==> src/rtl/afifo_rd_drain_pkg.sv <==
// Shared types and constants for the async-FIFO read-side drain block.
package afifo_rd_drain_pkg;

  typedef enum logic {RUN = 1'b0, FLUSH = 1'b1} afifo_drain_state_e;

  localparam int DRAIN_BUF_DEPTH = 2;
  localparam int BUF_CNT_W       = 2;

endpackage

==> src/rtl/afifo_rd_drain_if.sv <==
// Output valid/ready stream of the drain block.
interface afifo_rd_drain_if #(parameter int DSIZE = 8);

  logic             m_valid;
  logic [DSIZE-1:0] m_data;
  logic             m_ready;

  modport master (output m_valid, output m_data, input m_ready);
  modport slave  (input m_valid, input m_data, output m_ready);

endinterface

==> src/rtl/afifo_rd_drain_chk.sv <==
// Protocol checker: the FIFO must never be popped while empty.
module afifo_rd_drain_chk (
  input logic clk,
  input logic rst_n,
  input logic rd_inc,
  input logic rd_empty
);

  a_no_pop_when_empty: assert property (@(posedge clk) disable iff (!rst_n) !(rd_inc && rd_empty));

endmodule

==> src/rtl/afifo_skid_buf.sv <==
// Two-entry head/skid buffer with registered valid and head data.
module afifo_skid_buf
  import afifo_rd_drain_pkg::*;
#(
  parameter int DSIZE = 8
) (
  input  logic                 clk,
  input  logic                 rst_n,
  input  logic                 push,
  input  logic [DSIZE-1:0]     push_data,
  input  logic                 pop,
  input  logic                 clear,
  output logic                 valid,
  output logic [DSIZE-1:0]     head,
  output logic [BUF_CNT_W-1:0] count
);

  logic [BUF_CNT_W-1:0] count_r, count_n_s;
  logic [DSIZE-1:0]     head_r, head_n_s, skid_r, skid_n_s;
  logic                 valid_r;

  // next-entry selection for push/pop/clear combinations
  always_comb begin
    count_n_s = count_r;
    head_n_s  = head_r;
    skid_n_s  = skid_r;
    if (clear) begin
      count_n_s = {BUF_CNT_W{1'b0}};
    end else begin
      case ({push, pop})
        2'b11: begin
          // pop implies count>=1; with one entry the new word goes straight to head
          if (count_r == 2'd1) begin
            head_n_s = push_data;
          end else begin
            head_n_s = skid_r;
            skid_n_s = push_data;
          end
        end
        2'b10: begin
          if (count_r == 2'd0) begin
            head_n_s = push_data;
          end else begin
            skid_n_s = push_data;
          end
          count_n_s = count_r + 2'd1;
        end
        2'b01: begin
          head_n_s  = skid_r;
          count_n_s = count_r - 2'd1;
        end
        default: begin
          count_n_s = count_r;
        end
      endcase
    end
  end

  // storage and registered valid
  always_ff @(posedge clk or negedge rst_n) begin
    if (!rst_n) begin
      count_r <= {BUF_CNT_W{1'b0}};
      head_r  <= {DSIZE{1'b0}};
      skid_r  <= {DSIZE{1'b0}};
      valid_r <= 1'b0;
    end else begin
      count_r <= count_n_s;
      head_r  <= head_n_s;
      skid_r  <= skid_n_s;
      valid_r <= (count_n_s != 2'd0);
    end
  end

  assign valid = valid_r;
  assign head  = head_r;
  assign count = count_r;

endmodule

==> src/rtl/afifo_rd_drain.sv <==
// Read-domain FIFO consumer: pops into a skid buffer, streams out, and drains on flush.
module afifo_rd_drain
  import afifo_rd_drain_pkg::*;
#(
  parameter int DSIZE = 8,
  parameter int CNT_W = 16
) (
  input  logic              rd_clk,
  input  logic              rd_rst,
  input  logic [DSIZE-1:0]  rd_data,
  input  logic              rd_empty,
  output logic              rd_inc,
  afifo_rd_drain_if.master  m,
  input  logic              flush,
  output logic [CNT_W-1:0]  pop_cnt,
  output logic [CNT_W-1:0]  drop_cnt,
  output logic              busy
);

  afifo_drain_state_e   state_r, state_n_s;
  logic [BUF_CNT_W-1:0] buf_cnt_s, drop_add_s;
  logic [DSIZE-1:0]     buf_head_s;
  logic                 buf_valid_s, hs_s, inc_s, push_s, clear_s;
  logic [CNT_W-1:0]     pop_cnt_r, drop_cnt_r;

  assign hs_s = buf_valid_s & m.m_ready;

  // next state, pop decode and drop accounting
  always_comb begin
    state_n_s  = state_r;
    inc_s      = 1'b0;
    push_s     = 1'b0;
    clear_s    = 1'b0;
    drop_add_s = {BUF_CNT_W{1'b0}};
    case (state_r)
      RUN: begin
        if (flush) begin
          // an entry handed off at this edge is delivered, not dropped
          clear_s    = 1'b1;
          drop_add_s = buf_cnt_s - {1'b0, hs_s};
          state_n_s  = FLUSH;
        end else begin
          inc_s  = !rd_empty && (buf_cnt_s < BUF_CNT_W'(DRAIN_BUF_DEPTH));
          push_s = inc_s;
        end
      end
      FLUSH: begin
        inc_s      = !rd_empty;
        drop_add_s = {1'b0, inc_s};
        if (rd_empty && !flush) begin
          state_n_s = RUN;
        end else begin
          state_n_s = FLUSH;
        end
      end
      default: begin
        state_n_s = RUN;
      end
    endcase
  end

  // state and counter registers
  always_ff @(posedge rd_clk or negedge rd_rst) begin
    if (!rd_rst) begin
      state_r    <= RUN;
      pop_cnt_r  <= {CNT_W{1'b0}};
      drop_cnt_r <= {CNT_W{1'b0}};
    end else begin
      state_r    <= state_n_s;
      pop_cnt_r  <= pop_cnt_r + CNT_W'(hs_s);
      drop_cnt_r <= drop_cnt_r + CNT_W'(drop_add_s);
    end
  end

  afifo_skid_buf #(.DSIZE(DSIZE)) u_buf (
    .clk       (rd_clk),
    .rst_n     (rd_rst),
    .push      (push_s),
    .push_data (rd_data),
    .pop       (hs_s),
    .clear     (clear_s),
    .valid     (buf_valid_s),
    .head      (buf_head_s),
    .count     (buf_cnt_s)
  );

  afifo_rd_drain_chk u_chk (
    .clk      (rd_clk),
    .rst_n    (rd_rst),
    .rd_inc   (rd_inc),
    .rd_empty (rd_empty)
  );

  // the pop strobe is forced low while reset is held
  assign rd_inc    = inc_s & rd_rst;
  assign m.m_valid = buf_valid_s;
  assign m.m_data  = buf_head_s;
  assign pop_cnt   = pop_cnt_r;
  assign drop_cnt  = drop_cnt_r;
  assign busy      = (state_r == FLUSH) || (buf_cnt_s != 2'd0);

endmodule
==> src/flat_wrapper.sv <==
// flat-port wrapper written by rule: the top's interface ports become plain ports
module afifo_rd_drain_flat import afifo_rd_drain_pkg::*;
#(
  parameter int DSIZE = 8,
  parameter int CNT_W = 16
)
  (rd_clk, rd_rst, rd_data, rd_empty, rd_inc, flush, pop_cnt, drop_cnt, busy, m_m_valid, m_m_data, m_m_ready);
  afifo_rd_drain_if #(.DSIZE(DSIZE)) m_i ();
  input  logic rd_clk;
  input  logic rd_rst;
  input  logic [DSIZE-1:0] rd_data;
  input  logic rd_empty;
  output logic rd_inc;
  input  logic flush;
  output logic [CNT_W-1:0] pop_cnt;
  output logic [CNT_W-1:0] drop_cnt;
  output logic busy;
  output wire logic [$bits(m_i.m_valid)-1:0] m_m_valid;
  output wire logic [$bits(m_i.m_data)-1:0] m_m_data;
  input wire logic [$bits(m_i.m_ready)-1:0] m_m_ready;
  assign m_m_valid = m_i.m_valid;
  assign m_m_data = m_i.m_data;
  assign m_i.m_ready = m_m_ready;
  afifo_rd_drain #(.DSIZE(DSIZE), .CNT_W(CNT_W)) u_core (.rd_clk(rd_clk), .rd_rst(rd_rst), .rd_data(rd_data), .rd_empty(rd_empty), .rd_inc(rd_inc), .m(m_i), .flush(flush), .pop_cnt(pop_cnt), .drop_cnt(drop_cnt), .busy(busy));
endmodule
==> config.mk <==
export PLATFORM = sky130hd
export DESIGN_NAME = afifo_rd_drain_flat
export DESIGN_NICKNAME = d
export VERILOG_FILES = /design/src/rtl/afifo_rd_drain_pkg.sv /design/src/rtl/afifo_rd_drain_if.sv /design/src/rtl/afifo_rd_drain_chk.sv /design/src/rtl/afifo_skid_buf.sv /design/src/rtl/afifo_rd_drain.sv /design/src/flat_wrapper.sv
export SDC_FILE = /design/constraint.sdc
export NUM_CORES = 1
export LEC_CHECK = 0
export CORE_MARGIN = 4
export CORE_UTILIZATION = 30
export CTS_BUF_LIST = sky130_fd_sc_hd__clkbuf_4
export DETAILED_ROUTE_END_ITERATION = 8
export SYNTH_ARGS = -nofsm -noshare
export SYNTH_HDL_FRONTEND = slang
export SYNTH_SLANG_ARGS = --single-unit
export TNS_END_PERCENT = 5
==> constraint.sdc <==
create_clock -name rd_clk -period 2.2 [get_ports rd_clk]
set_input_delay 0.55 -clock rd_clk [delete_from_list [all_inputs] [get_ports rd_clk]]
set_output_delay 0.55 -clock rd_clk [all_outputs]
set_load 0.01 [all_outputs]
### Word level (Yosys, flattened, before mapping)

Index checks and enable logic that the tools add are counted.
Widths: inputs -> output; s select.

* flip-flop bits (word level): 52
* bits of input ports: 13
* output and inout port bits: 43
* logic and storage cells: 53

* add/subtract/negate cells: 5
* $lt $le $gt $ge: 1
* equality and inequality tests: 7
* mux-type cells: 17
* bitwise logic cells: 4
* reductions and logical operators: 12

Operator list (count)
* $mux 8: 4
* $pmux 8 s3: 1
* $add 16x1->16: 1
* $add 16x2->16: 1
* $pmux 8 s2: 1
* $pmux 2 s2: 2
* $ne 2x2->1 const B: 3
* $reduce_bool 2->1: 3
* $mux 1: 5
* $eq 2x1->1 const B: 2
* $eq 2x2->1 const B: 2
* $mux 2: 2
* $pmux 1 s2: 2
* $reduce_and 4->1: 1
* $reduce_and 3->1: 1
* $reduce_bool 3->1: 1
* $add 2x1->2 const B: 1
* $and 1x1->1: 2
* $logic_and 1x1->1: 2
* $logic_not 1->1: 2
* $logic_not 2->1: 1
* $lt 2x2->1 const B: 1
* $not 1->1: 2
* $sub 2x1->2: 1
* 2 further kinds: 2

### Logic depth before layout (Yosys ltp)

* depth after elaboration: 8
* depth in mapped cells: 10
* depth with buffers taken out: 10

### By module

Synthesis repeated with hierarchy kept, for this count alone.

* cells, all modules: 211
* area, all modules: 2637.5 µm²

By module, submodules not included
* afifo_rd_drain: times used 1, cells an instance 125, area an instance 1512.7 µm², seq. area each 825.8 µm²
* afifo_skid_buf: times used 1, cells an instance 86, area an instance 1124.8 µm², seq. area each 475.5 µm²

### Worst setup path after synthesis

No wires, ideal clock.

* path type: input to register
* start: in m_m_ready
* end: reg u_core.drop_cnt_r[12], in the netlist u_core.drop_cnt[12]
* setup time: 126 ps
* arrival: 2457 ps
* data required time: 2074 ps
* path slack: -383 ps
* stages: 9
* buffers on the path: 0
* cells stage by stage: and2_1 > ha_1 > o21ai_0 > ha_1 > inv_1 > fa_1 > nor4_4 > nand3_1 > xnor2_1

* longest elaborated chain between the ends: 5

RTL lines
* start, declared: line flat_wrapper.sv:20 `input wire logic [$bits(m_i.m_ready)-1:0] m_m_ready;`
* $and 1x1->1: line afifo_rd_drain.sv:26 `assign hs_s = buf_valid_s & m.m_ready;`
* $sub 2x1->2: line afifo_rd_drain.sv:40 `drop_add_s = buf_cnt_s - {1'b0, hs_s};`
* $mux 2: line afifo_rd_drain.sv:37 `if (flush) begin`
* $pmux 2 s2: line afifo_rd_drain.sv:35 `case (state_r)`
* $add 16x2->16: line afifo_rd_drain.sv:71 `drop_cnt_r <= drop_cnt_r + CNT_W'(drop_add_s);`
* end signal, assigned: line afifo_rd_drain.sv:67 `drop_cnt_r <= {CNT_W{1'b0}};`
* end signal, assigned: line afifo_rd_drain.sv:71
* end, declared: line afifo_rd_drain.sv:24 `logic [CNT_W-1:0] pop_cnt_r, drop_cnt_r;`

No other way between the ends.
A chain may end at the register's enable or synchronous reset.

### Worst setup path in the final report

* start: in rd_empty
* end: reg u_core.u_buf.skid_r[5]

* longest elaborated chain between the ends: 7
* elaborated cells on any way between the ends: 11
* classes of those cells: eq/ne (4); mux (3); reduce/logical (4)

RTL lines
* start, declared: line flat_wrapper.sv:12 `input logic rd_empty;`
* $logic_not 1->1 (*): line afifo_rd_drain.sv:43 `inc_s = !rd_empty && (buf_cnt_s < BUF_CNT_W'(DRAIN_BUF_DEPTH));`
* $logic_and 1x1->1 (*): line afifo_rd_drain.sv:43
* $mux 1 (*): line afifo_rd_drain.sv:37
* $mux 1 (*): line afifo_rd_drain.sv:35
* $eq 2x2->1: line afifo_skid_buf.sv:30 `case ({push, pop})`
* $ne 2x2->1 (no line) or $reduce_bool 2->1 (tied branches)
* $reduce_and 4->1 (no line)
* end signal, assigned: line afifo_skid_buf.sv:64 `skid_r <= {DSIZE{1'b0}};`
* end signal, assigned: line afifo_skid_buf.sv:69 `skid_r <= skid_n_s;`
* end, declared: line afifo_skid_buf.sv:19 `logic [DSIZE-1:0] head_r, head_n_s, skid_r, skid_n_s;`

Mark *: on every way between the ends. The rest lies on a longest branch, timed or not.

==> results.toml <==
[die]
rows = 33
coreArea_sq_um = 8340
die_w_um = 101
die_y_um = 101
initial_core_util_pct = 31.3
ios = 56
dieArea_sq_um = 10300

[global_route]
track_usage_pct = 12.1
grt_pass1_wl_um = 10000
grt_overflow = 0
antenna_found_initial = 0
grt_max_degree = 53
grt_pass1_vias = 2091

[status]
outcome = "finished clean"

[synthesis]
synthMuxAreaShare_pct = 6.86
syn_inst = 225
ys_seq_area_share_pct = 49.9
ys_types = 40
synth-compound-area-share_pct = 9.06
synth_nets = 250
yosys.area_share.simple_pct = 16.1
ys_ff_latch = 52
yosysWarnings = 0
synth_top_family_by_area = "simple AND/OR/NAND/NOR gates"
syn_area_sq_um = 2610
synthArstFlopShare_pct = 100
synth_xor_area_share_pct = 9.74
synth_top_flop_cell = "dfrtp_1"
synth_edf_count = 0
yosys.area_share.adder_pct = 6.04
avgSynthCellArea_sq_um = 11.6

[layout]
instances_no_fill = 416
layout.nets = 335
fillCellCount = 804
synthToLayoutAreaGrowth_pct = 39.1
final-seq-area_sq_um = 1300
layout-drive-gt1-share_pct = 23.8
multi_input_area_sq_um = 1290
n_antenna_cell = 0
finalInstanceArea_sq_um = 3630
final_core_util_pct = 43.5

[timing]
max_freq_ghz = 0.474
slew_violations = 0
period_share_pct = 95.8
fin_crit_ns = 2.11
worstMarginPinSlew_ns = 0.677
skew_ns = 0.0115
setup_violations = 0
max_slew_margin_pct = 54.8
rsz0062_at_grt = "true"
fin_ws_ns = 0.0922
hold_viol_final = 0

[clock_tree]
insertion_delay_ns = 0.37
clk_path_buf_depth = 2
path_clk_slew_ns = 0.15
cts_sinks = 52
cts_inserted_buffers = 5
root_buffer = "clkbuf_4"
hold_buffers = 0
htree_num_levels = 2
cts_tree = "built"

[worst_setup_path]
critPathMaxFanout = 8
critPathCaptureType = "register"
cp.arrival_ns = 2.37
worstPathRequired_ns = 2.47
startpoint_type = "input port"
crit_type = "in2reg"

[drt]
routed_wl_um = 5850
drc = 0
final_antenna_net_count = 0
avgRoutedWirePerCell_um = 14.1
dr.pass1.iters = 3
num_vias = 1953
dr.first_iter.drc_count = 24
via_per_inst = 4.69

[placed_design]
hpwl_um = 4220
dp.cells = 405
post_dp_cell_area_sq_um = 3500
post-place-ws_ns = -0.539
port_buffers = 55
gp_congestion = 0.710

[pwr]
ir_drop_uv = 402
leakage_nw = 1.60
powerDensity_nw_per_um2 = 973

[worst_hold_path]
worstHoldPathType = "in2async"

[run]
drv_cap = 0
[stage by stage]
stage          hold slack, ns  TNS (ns)  total power [mW]
4_1_cts                 0.333         0              3.59
3_5_place_dp            0.464    -15.31              3.00
5_1_grt                 0.354  -0.00950              3.81
2_1_floorplan           0.254         0              2.27
6_report                0.293         0              3.53
3_3_place_gp            0.472    -13.57              2.95
[layout make-up]
type	instances	area share, %
clock buffers	5	1.03
clock inverters	3	1.28
inverters	9	0.931
multi-input cells	159	35.6
flip-flops and latches	52	35.9
well taps	105	3.62
repair buffers	83	21.6
[cell usage in the layout, fill, tap and decap left out, drive strengths merged]
master / instances
buf: 30
nor3: 4
xor2: 13
clkinvlp: 1
a32oi: 1
fa: 1
nor4: 3
and2: 1
a21boi: 1
o311ai: 1
and3: 2
nand2b: 8
or2b: 1
o21ai: 3
dlygate4sd2: 3
and2b: 1
nand3: 12
mux2: 15
mux2i: 1
clkdlybuf4s50: 50
a211oi: 7
clkbuf: 5
inv: 10
ha: 11
nor2: 8
a22oi: 7
nor2b: 9
nor3b: 1
a21oi: 13
xnor2: 16
bufinv: 1
nand4: 6
nand4b: 1
o211ai: 1
nand2: 11
dfrtp: 52
[timing repair]
item / 4_1_cts / 5_1_grt
pin swaps: 10 / 6
setup endpoints to repair: 24 / 23
setup buffers: 3 / 0
resized for setup: 12 / 3
[registers in the layout, summed over array words and instances, names as in the netlist]
register	count
u_core.pop_cnt	16
u_core.u_buf.count	2
u_core.u_buf.head	8
u_core.u_buf.skid_r	8
u_core.state_r	1
u_core.u_buf.valid	1
u_core.drop_cnt	16
[cells in the mapped netlist (2+ instances only)]
master | count | area (sq um)
mux2_2 | 13 | 146
a21oi_1 | 11 | 55.1
ha_1 | 11 | 138
clkbuf_1 | 3 | 11.3
dfrtp_1 | 52 | 1300
xor2_1 | 13 | 114
nand4_1 | 5 | 31.3
a21oi_2 | 2 | 17.5
nor2_1 | 8 | 30.0
inv_1 | 9 | 33.8
o21ai_0 | 2 | 10.0
nand3_1 | 12 | 60.1
nor4_4 | 2 | 42.5
nand2_1 | 11 | 41.3
a211oi_1 | 7 | 52.6
and3_1 | 2 | 12.5
a22oi_1 | 7 | 52.6
xnor2_1 | 16 | 140
nand2b_1 | 8 | 50.1
nor3_1 | 3 | 15.0
nor2b_1 | 7 | 43.8
mux2_1 | 2 | 22.5
nor2b_2 | 2 | 17.5
[worst max-delay path, stage by stage]
cell and delay (ns):
clkdlybuf4s50_1 0.43, nor4_2 0.20, buf_4 0.16, buf_4 0.10
ha_1 0.17, nor2b_1 0.23, o21ai_4 0.09, buf_12 0.14
mux2_1 0.30
[per-layer routing]
metal | global-route usage, % | share of wire, % | up-vias
li1 | - | - | 955
met1 | 15.6 | 47 | 958
met2 | 20.2 | 48 | 35
met3 | 3.17 | 4.6 | 5
met4 | 2.97 | 0.79 | 0
met5 | 0 | 0 | -
[logic make-up (layout without fill, tap and decap cells)]
logic type               count (synthesis)  count (layout)
adder cells (fa/ha/maj)                 12              12
flip-flops                              52              52
multiplexers                            16              16
buffers and inverters                   14             100
AND/OR/NAND/NOR                         68              68
XOR/XNOR                                29              29
AO/OA/AOI/OAI                           34              34
[report_power, final]
part           internal [mW]  switching, mW  total [mW]
registers               1.23          0.227        1.45
logic                  0.864          0.651        1.51
clock network          0.244          0.322       0.565
total                   2.33           1.20        3.53
[worst paths after layout]
kind	start	slack, ns	endpoint	cells after the start
min in group rd_clk	u_core.pop_cnt[15]	0.49	u_core.pop_cnt[15]	1
max	rd_empty	0.09	u_core.u_buf.skid_r[5]	9
max reg2reg	u_core.u_buf.valid	0.14	u_core.drop_cnt[14]	9
min	rd_rst	0.29	u_core.u_buf.count[0]	2
min reg2reg	u_core.pop_cnt[15]	0.49	u_core.pop_cnt[15]	1
max in group asynchronous	rd_rst	1.44	u_core.pop_cnt[3]	2
Power figures use the tool's default switching activity.
